`src/rtl/usb_in_scheduler.sv`:
```
// usb_in_scheduler: sequences the packet encoder for IN transactions on EP0 and two bulk streams.
// Define USB_IN_NAK_STATS_EN to add nak_count_o, with per-endpoint saturating NAK counters.
//
// state  | meaning
// IDLE   | waiting for an IN token addressed to an enabled endpoint
// DECIDE | choose STALL, NAK or data for the selected endpoint
// HSK    | handshake request held until the encoder reports it sent
// DSTART | waiting for the encoder to go idle, then start the data packet
// DXFER  | selected endpoint stream muxed straight through to the encoder
// WACK   | waiting for the host handshake, bounded by the ACK timer
module usb_in_scheduler #(
  parameter int unsigned EPA_NUM     = 1,
  parameter int unsigned EPB_NUM     = 2,
  parameter int unsigned ACK_TIMEOUT = 1023
) (
  input  logic        clock,
  input  logic        reset,
  input  logic [6:0]  usb_addr_i,
  input  logic        tok_recv_i,
  input  logic [1:0]  tok_type_i,
  input  logic [6:0]  tok_addr_i,
  input  logic [3:0]  tok_endp_i,
  input  logic        hsk_recv_i,
  input  logic [1:0]  hsk_type_i,
  output logic        hsk_send_o,
  output logic [1:0]  hsk_type_o,
  input  logic        hsk_sent_i,
  output logic        trn_send_o,
  output logic [1:0]  trn_type_o,
  input  logic        trn_busy_i,
  input  logic        trn_done_i,
  output logic        tx_tvalid_o,
  input  logic        tx_tready_i,
  output logic        tx_tlast_o,
  output logic [7:0]  tx_tdata_o,
  input  logic [2:0]  ep_tvalid_i,
  output logic [2:0]  ep_tready_o,
  input  logic [2:0]  ep_tlast_i,
  input  logic [23:0] ep_tdata_i,
  input  logic [2:0]  ep_halt_i,
  input  logic [2:0]  ep_tgl_clr_i,
  input  logic [2:0]  ep_tgl_set_i,
`ifdef USB_IN_NAK_STATS_EN
  output logic [23:0] nak_count_o,
`endif
  output logic [2:0]  ep_done_o,
  output logic        busy_o
);

  localparam int unsigned TW = (ACK_TIMEOUT > 0) ? $clog2(ACK_TIMEOUT + 1) : 1;
  localparam logic [TW-1:0] TIMER_LOAD = TW'(ACK_TIMEOUT);
  localparam logic [3:0] EPA_ENDP = 4'(EPA_NUM);
  localparam logic [3:0] EPB_ENDP = 4'(EPB_NUM);
  localparam logic [2:0] EP_EN = {(EPB_NUM != 0), (EPA_NUM != 0), 1'b1};

  localparam logic [1:0] PID_DATA0 = 2'b00;
  localparam logic [1:0] PID_DATA1 = 2'b10;
  localparam logic [1:0] HSK_ACK   = 2'b00;
  localparam logic [1:0] HSK_NAK   = 2'b10;
  localparam logic [1:0] HSK_STALL = 2'b11;

  typedef enum logic [2:0] {
    S_IDLE,
    S_DECIDE,
    S_HSK,
    S_DSTART,
    S_DXFER,
    S_WACK
  } state_t;

  state_t          state_q, state_d;
  logic [1:0]      sel_q, sel_d;
  logic [2:0]      tgl_q, tgl_d;
  logic [TW-1:0]   timer_q, timer_d;
  logic            hsk_send_q, hsk_send_d;
  logic [1:0]      hsk_type_q, hsk_type_d;
  logic            trn_send_q, trn_send_d;
  logic [1:0]      trn_type_q, trn_type_d;
  logic [2:0]      ep_done_q, ep_done_d;
  logic            busy_q, busy_d;

  logic            tok_hit;
  logic [1:0]      tok_idx;
  logic            xfer;
  logic [2:0]      ready_raw;

  always_comb begin
    tok_hit = 1'b0;
    tok_idx = 2'd0;
    if (tok_recv_i && (tok_type_i == 2'b10) && (tok_addr_i == usb_addr_i)) begin
      if (tok_endp_i == 4'd0) begin
        tok_hit = 1'b1;
        tok_idx = 2'd0;
      end else if (EP_EN[1] && (tok_endp_i == EPA_ENDP)) begin
        tok_hit = 1'b1;
        tok_idx = 2'd1;
      end else if (EP_EN[2] && (tok_endp_i == EPB_ENDP)) begin
        tok_hit = 1'b1;
        tok_idx = 2'd2;
      end
    end
  end

  // Data path is a pure mux during DXFER so the encoder sees the source with no added latency.
  assign xfer = (state_q == S_DXFER);

  always_comb begin
    ready_raw = 3'b000;
    if (xfer) ready_raw[sel_q] = tx_tready_i;
    ep_tready_o = ready_raw & EP_EN;
    tx_tvalid_o = xfer & ep_tvalid_i[sel_q];
    tx_tlast_o  = xfer & ep_tlast_i[sel_q];
    tx_tdata_o  = xfer ? ep_tdata_i[{sel_q, 3'b000} +: 8] : 8'h00;
  end

  always_comb begin
    state_d    = state_q;
    sel_d      = sel_q;
    tgl_d      = tgl_q;
    timer_d    = timer_q;
    hsk_type_d = hsk_type_q;
    trn_type_d = trn_type_q;
    trn_send_d = 1'b0;
    ep_done_d  = 3'b000;

    case (state_q)
      S_IDLE: begin
        if (tok_hit) begin
          sel_d   = tok_idx;
          state_d = S_DECIDE;
        end
      end
      S_DECIDE: begin
        if (ep_halt_i[sel_q]) begin
          hsk_type_d = HSK_STALL;
          state_d    = S_HSK;
        end else if (!ep_tvalid_i[sel_q]) begin
          hsk_type_d = HSK_NAK;
          state_d    = S_HSK;
        end else begin
          state_d = S_DSTART;
        end
      end
      S_HSK: begin
        if (hsk_sent_i) state_d = S_IDLE;
      end
      S_DSTART: begin
        if (!trn_busy_i) begin
          trn_send_d = 1'b1;
          trn_type_d = tgl_q[sel_q] ? PID_DATA1 : PID_DATA0;
          state_d    = S_DXFER;
        end
      end
      S_DXFER: begin
        if (trn_done_i) begin
          timer_d = TIMER_LOAD;
          state_d = S_WACK;
        end
      end
      S_WACK: begin
        // A lost or refused ACK leaves the toggle alone so the source replays with the same PID.
        if (hsk_recv_i) begin
          if (hsk_type_i == HSK_ACK) begin
            tgl_d[sel_q]     = ~tgl_q[sel_q];
            ep_done_d[sel_q] = 1'b1;
          end
          state_d = S_IDLE;
        end else if (timer_q == '0) begin
          state_d = S_IDLE;
        end else begin
          timer_d = timer_q - 1'b1;
        end
      end
      default: state_d = S_IDLE;
    endcase

    for (int i = 0; i < 3; i++) begin
      if (ep_tgl_set_i[i])      tgl_d[i] = 1'b1;
      else if (ep_tgl_clr_i[i]) tgl_d[i] = 1'b0;
    end

    hsk_send_d = (state_d == S_HSK);
    busy_d     = (state_d != S_IDLE);
  end

  always_ff @(posedge clock) begin
    if (reset) begin
      state_q    <= S_IDLE;
      sel_q      <= 2'd0;
      tgl_q      <= 3'b000;
      timer_q    <= '0;
      hsk_send_q <= 1'b0;
      hsk_type_q <= 2'b00;
      trn_send_q <= 1'b0;
      trn_type_q <= 2'b00;
      ep_done_q  <= 3'b000;
      busy_q     <= 1'b0;
    end else begin
      state_q    <= state_d;
      sel_q      <= sel_d;
      tgl_q      <= tgl_d;
      timer_q    <= timer_d;
      hsk_send_q <= hsk_send_d;
      hsk_type_q <= hsk_type_d;
      trn_send_q <= trn_send_d;
      trn_type_q <= trn_type_d;
      ep_done_q  <= ep_done_d;
      busy_q     <= busy_d;
    end
  end

  assign hsk_send_o = hsk_send_q;
  assign hsk_type_o = hsk_type_q;
  assign trn_send_o = trn_send_q;
  assign trn_type_o = trn_type_q;
  assign ep_done_o  = ep_done_q;
  assign busy_o     = busy_q;

`ifdef USB_IN_NAK_STATS_EN
  logic            nak_inc;
  logic [2:0][7:0] nak_cnt_q, nak_cnt_d;

  assign nak_inc = (state_q == S_DECIDE) && !ep_halt_i[sel_q] && !ep_tvalid_i[sel_q];

  always_comb begin
    nak_cnt_d = nak_cnt_q;
    for (int i = 0; i < 3; i++) begin
      if (ep_tgl_clr_i[i]) begin
        nak_cnt_d[i] = 8'h00;
      end else if (nak_inc && (sel_q == 2'(i)) && (nak_cnt_q[i] != 8'hFF)) begin
        nak_cnt_d[i] = nak_cnt_q[i] + 8'h01;
      end
    end
  end

  always_ff @(posedge clock) begin
    if (reset) nak_cnt_q <= '0;
    else       nak_cnt_q <= nak_cnt_d;
  end

  assign nak_count_o = nak_cnt_q;
`endif

endmodule

```
`config.mk`:
```
export PLATFORM = sky130hd
export DESIGN_NAME = usb_in_scheduler
export DESIGN_NICKNAME = d
export VERILOG_FILES = /design/src/rtl/usb_in_scheduler.sv
export SDC_FILE = /design/constraint.sdc
export NUM_CORES = 1
export LEC_CHECK = 0
export CORE_MARGIN = 2
export CORE_UTILIZATION = 35
export CTS_CLUSTER_DIAMETER = 60
export CTS_CLUSTER_SIZE = 25
export DETAILED_ROUTE_END_ITERATION = 8
export PLACE_DENSITY = 0.85
export REMOVE_ABC_BUFFERS = 1
export SLEW_MARGIN = 20
export SYNTH_ARGS = -nofsm -noshare
export SYNTH_HDL_FRONTEND = slang
export SYNTH_SLANG_ARGS = --single-unit
export TNS_END_PERCENT = 20
```
`constraint.sdc`:
```
create_clock -name clock -period 1.72 [get_ports clock]
set_input_delay 0.344 -clock clock [delete_from_list [all_inputs] [get_ports clock]]
set_output_delay 0.344 -clock clock [all_outputs]
set_load 0.005 [all_outputs]
```
* Yosys cells after proc, flatten, opt, wreduce, memory -nomap -nowiden
Index checks and enable logic that the tools add are counted.
Cells by class: add/sub/neg operators 1, $lt $le $gt $ge 2, equal/unequal tests 14, shifts and indexed selects 1, multiplexer cells 47, bitwise gates (word level) 9, reduce and logical (&&, ||, !) cells 27
Operators with widths (number):
- two-way mux 10 bit | 3
- two-way mux 3 bit | 10
- nonzero test 3 bit | 10
- variable part select 24 x 6 -> 8 bit | 1
- case mux 10 bit (2 select lines) | 1
- two-way mux 1 bit | 18
- case mux 3 bit (6 select lines) | 1
- two-way mux 2 bit | 7
- zero test 10 bit | 1
- subtractor 10 x 1 -> 10 bit (second input constant) | 1
- equality test 3 x 2 -> 1 bit (second input constant) | 3
- AND reduction 3 bit | 3
- binary-select mux 1 bit (select 2 bit) | 4
- two-way mux 8 bit | 1
- equality test 7 bit | 1
- equality test 3 bit (second input constant) | 2
- != test 2 bit (second input constant) | 3
- inverter 1 bit | 6
- AND reduction 2 bit | 3
- equality test 4 x 1 -> 1 bit (second input constant) | 1
- equality test 4 x 2 -> 1 bit (second input constant) | 1
- zero test 4 bit | 1
- AND reduction 4 bit | 1
- OR reduction 4 bit | 1
- 14 further kinds | 17
Storage, ports and cells: register bits 28, input bits 69, logic and storage cells 113

* Logic depth before layout (Yosys ltp)
depth after elaboration 10, depth in mapped cells 6, depth with buffers taken out 6

* Worst setup path after synthesis
No wires, ideal clock.
path type register to register, from register state_q[1], to register tgl_q[1], arrival time 1.695 ns, slack -0.090 ns, stages on the path, launching flop included 6, path buffers 0, clock period less this slack 1.810 ns, cell sequence dfxtp_1 or4b_4 or4b_4 xor2_1 nor2_1 o21ba_1
On the way: longest elaborated chain between the ends 3
RTL lines:
- start, declared | RTL line 71 | state_t state_q, state_d;
- start signal, assigned | RTL line 199 | state_q <= state_d;
- equality test 3 bit | RTL line 126 | case (state_q)
- nonzero test 3 bit (no line)
- AND reduction 3 bit (no line)
- end signal, assigned | RTL line 201 | tgl_q <= tgl_d;
- end, declared | RTL line 73 | logic [2:0] tgl_q, tgl_d;
No other way between the ends. A chain may end at the register's enable or synchronous reset.

* Worst setup path in the final report
from register state_q[2], to register tgl_q[2]
The elaborated chain is that of the path after synthesis.

==> summary.md <==
| Metric | Value |
|---|---|
| Post-route ant nets | 0 |
| CP endpoint kind | register |
| Worst Setup Start Kind | register |
| DR pass1 iterations | 4 |
| Yosys warning count | 0 |
| CP Buf/Inv Count | 1 |
| Vias in the first global route | 1,951 |
| Number of I/O port buffers | 90 |
| Crit path largest cell delay | between 0.4 and 0.5 ns |
| Dominant cells by area after synthesis | dfxtp_1, mux2i_1, nor2_1 |
| Routed len/inst | 13.45 µm |
| Synthesized instance count | 212 |
| Synth top area share | 32.46% |
| Top FF cell, synth | dfxtp_1 |
| Crit Path Max Fanout | 5 |
| Skew final | 0.007106 ns |
| Layout cell share with drive strength beyond 1 | between 20% and 30% |
| Worst slack, placed | -0.5436 ns |
| Antenna diode count | 0 |
| Most frequent cells in the layout | clkdlybuf4s50_1, nor2_1, buf_4, dfxtp_1, a21oi_1 |
| HP Class | register to register |
| First-pass GRT wire length | about 8600 µm |
| Die X-Extent | 72.98 µm |
| Worst Hold Launch | timer_q[9] |
| Master of the slowest instance on the critical path | or4b_4 |
| Final Hold Viols | 0 |
| Violated checks | negative setup slack |
| Post-Layout Inst Area | 0.002997 mm² |
| Area Growth Syn to Fin | 79.94% |
| Io pins | roughly 90 |
| Crit path DAT | 2.05 ns |
| Commonest non-fill, non-tap cell in the layout | clkdlybuf4s50_1 |
| CTS tree | built |
| Clock Root Buffer | clkbuf_8 |
| Setup Viol. Count Final | 16 |
| Delay-heaviest family, CP | simple AND/OR/NAND/NOR gates |
| Final worst-path cycle share | 110.0% |
| Setup_tns | -1.215 ns |
| DRC | 0 |
| Final WS setup | -0.1721 ns |
| DR iter-0 viols | 110 |
| Post-synth EDFFs | 0 |
| Initial antenna violation count | 0 |
| Unrepaired setup endpoints after global routing | true |
| Clock transition at the registers of the reported paths | 0.10 ns |
| Post-DP Area | around 0.0028 mm² |
| Pins Over Slew Limit | 0 |
| Path depth of the worst reg2reg path | 6 |
| HPWL Detailed | 3905 µm |
| Sequential fraction of the synthesis area | about a third |
| Num rows | 25 |
| Clock Latency Late Sink | 0.28 ns |
| Synth Register Bits | 27 |
| Async SR Flop Fraction | 0% |
| Final WL | 5180 µm |
| Mapped cell area | 0.001665 mm² |
| Die ar. | 0.005326 mm² |
| Vias per cell | 5.073 |
| Final Power | 1.245 mW |
| GP Congestion | 0.8589 |
| Placeable Area | 0.004661 mm² |
| Hold buffer count at CTS | 0 |
| CP startpoint | state_q[2] |
| Min cycle time layout | 1.892 ns |
| Biggest area consumer among synthesized cells | dfxtp_1 |
| Largest net degree at the start of global routing | 21 |
| Critical Path RT | 1.88 ns |
| CTS sink cnt | 27 |
| Synth cell types | 45 |
| CTS Buf Count | 3 |
| Maximum vdd drop | roughly 330 µV |
| Initial Util | 35.73% |
| Critical path depth | 6 |
| GR Overflow Total | 0 |
| Critical Path, Cell by Cell | or4b_4, buf_6, or4_4, xnor2_2, a21oi_2, nor2_1 |
| Maxcap violations | 0 |
| Die height | 72.98 µm |
| Setup CP Type | register to register |
| R2r startpoint | state_q[2] |
| Achievable clock frequency | 528.5 MHz |
| Clock buffer depth | 2 |
| Status | finished with violations |
| GRT Util Overall | 20.30% |
| Hold depth | 2 |
| Average size of a mapped cell | around 7.9 µm² |
| Pwr Density | 415.3 mW/mm² |
| Htree depth | 1 |
| Layout Nets | 402 |
| Leakage | 1.187 nW |
| Vias | ~2,000 |
power breakdown:
group | internal [mW] | leakage (nW) | total, mW | switching, mW
combinational | 0.174 | 0.944 | 0.239 | 0.0659
clock | 0.165 | 0.0217 | 0.375 | 0.210
sequential | 0.626 | 0.221 | 0.630 | 0.00381
Yosys cell counts (all sizes together), types with 2 or more instances:
library cell  number
or4                2
nor2b              2
nand2b             5
nor4b              3
buf                5
nor2              35
a211oi             2
or3                3
nor3               8
or4b               3
a2bb2oi            2
mux2i             16
nor4               4
dfxtp             27
nand3              3
xor2              13
nand2             11
clkbuf             7
a31oi              5
o21ai              2
inv                8
xnor2              2
or2                2
nand4              6
a21oi             22
flip-flops by register name, indices dropped and copies added, names as in the netlist:
register / count
busy_o: 1
ep_done_o: 3
hsk_send_o: 1
hsk_type_o: 2
sel_q: 2
state_q: 3
tgl_q: 3
timer_q: 10
trn_send_o: 1
trn_type_o: 1
worst min-delay path: stages, from the launching register on:
cell     delay (ns)
dfxtp_2        0.36
nand2_1        0.06
a31oi_1        0.07
layer usage:
layer  global-route usage [%]  wire length, µm  vias to the layer above
met5                        0                0                        -
met4                    6.173              108                        0
met3                    2.210              216                       11
met2                    36.74             2673                       62
met1                    25.00             2182                      898
li1                         -                -                      982
layout make-up:
class,instances,area [µm²]
Inverter,8,30.03
Clock inverter,1,7.507
Clock buffer,3,41.29
Tap cell,54,67.56
Sequential cell,27,551.8
Timing Repair Buffer,127,1179
Fill cell,383,1664
Multi-Input combinational cell,165,1120
metrics by stage:
| stage | utilization (%) | instances | hold WS (ns) |
|---|---|---|---|
| floorplan | - | 200 | 0.4131 |
| global placement | 59.87 | 370 | 0.4500 |
| detailed placement | 59.87 | 370 | 0.4781 |
| CTS | 63.19 | 383 | 0.4949 |
| global route | 64.30 | 385 | 0.5527 |
| finish | 64.30 | 385 | 0.5073 |
final timing paths:
kind | end | slack [ns]
setup / recovery | tgl_q[2] | -0.17
hold / removal | timer_q[9] | 0.51
hold reg to reg | timer_q[9] | 0.51
setup reg to reg | tgl_q[2] | -0.17
cells by family after synthesis:
kind of cell             Yosys count  synth area share (%)
flip-flops                        27                 32.46
buffers and inverters             20                 4.884
AO/OA/AOI/OAI                     39                 14.43
other                              1                0.2252
multiplexers                      16                 9.617
AND/OR/NAND/NOR                   93                 29.75
XOR/XNOR                          15                 7.889
adder cells (fa/ha/maj)            1                0.7512
repair_timing:
action / 4_1_cts / 5_1_grt
pin swaps: 12 / 19
setup buffers: 9 / 2
setup endpoints to repair: 21 / 26
gates cloned: 0 / 0
resized for setup: 53 / 21
No activity file was read; power rests on OpenSTA's default activity.
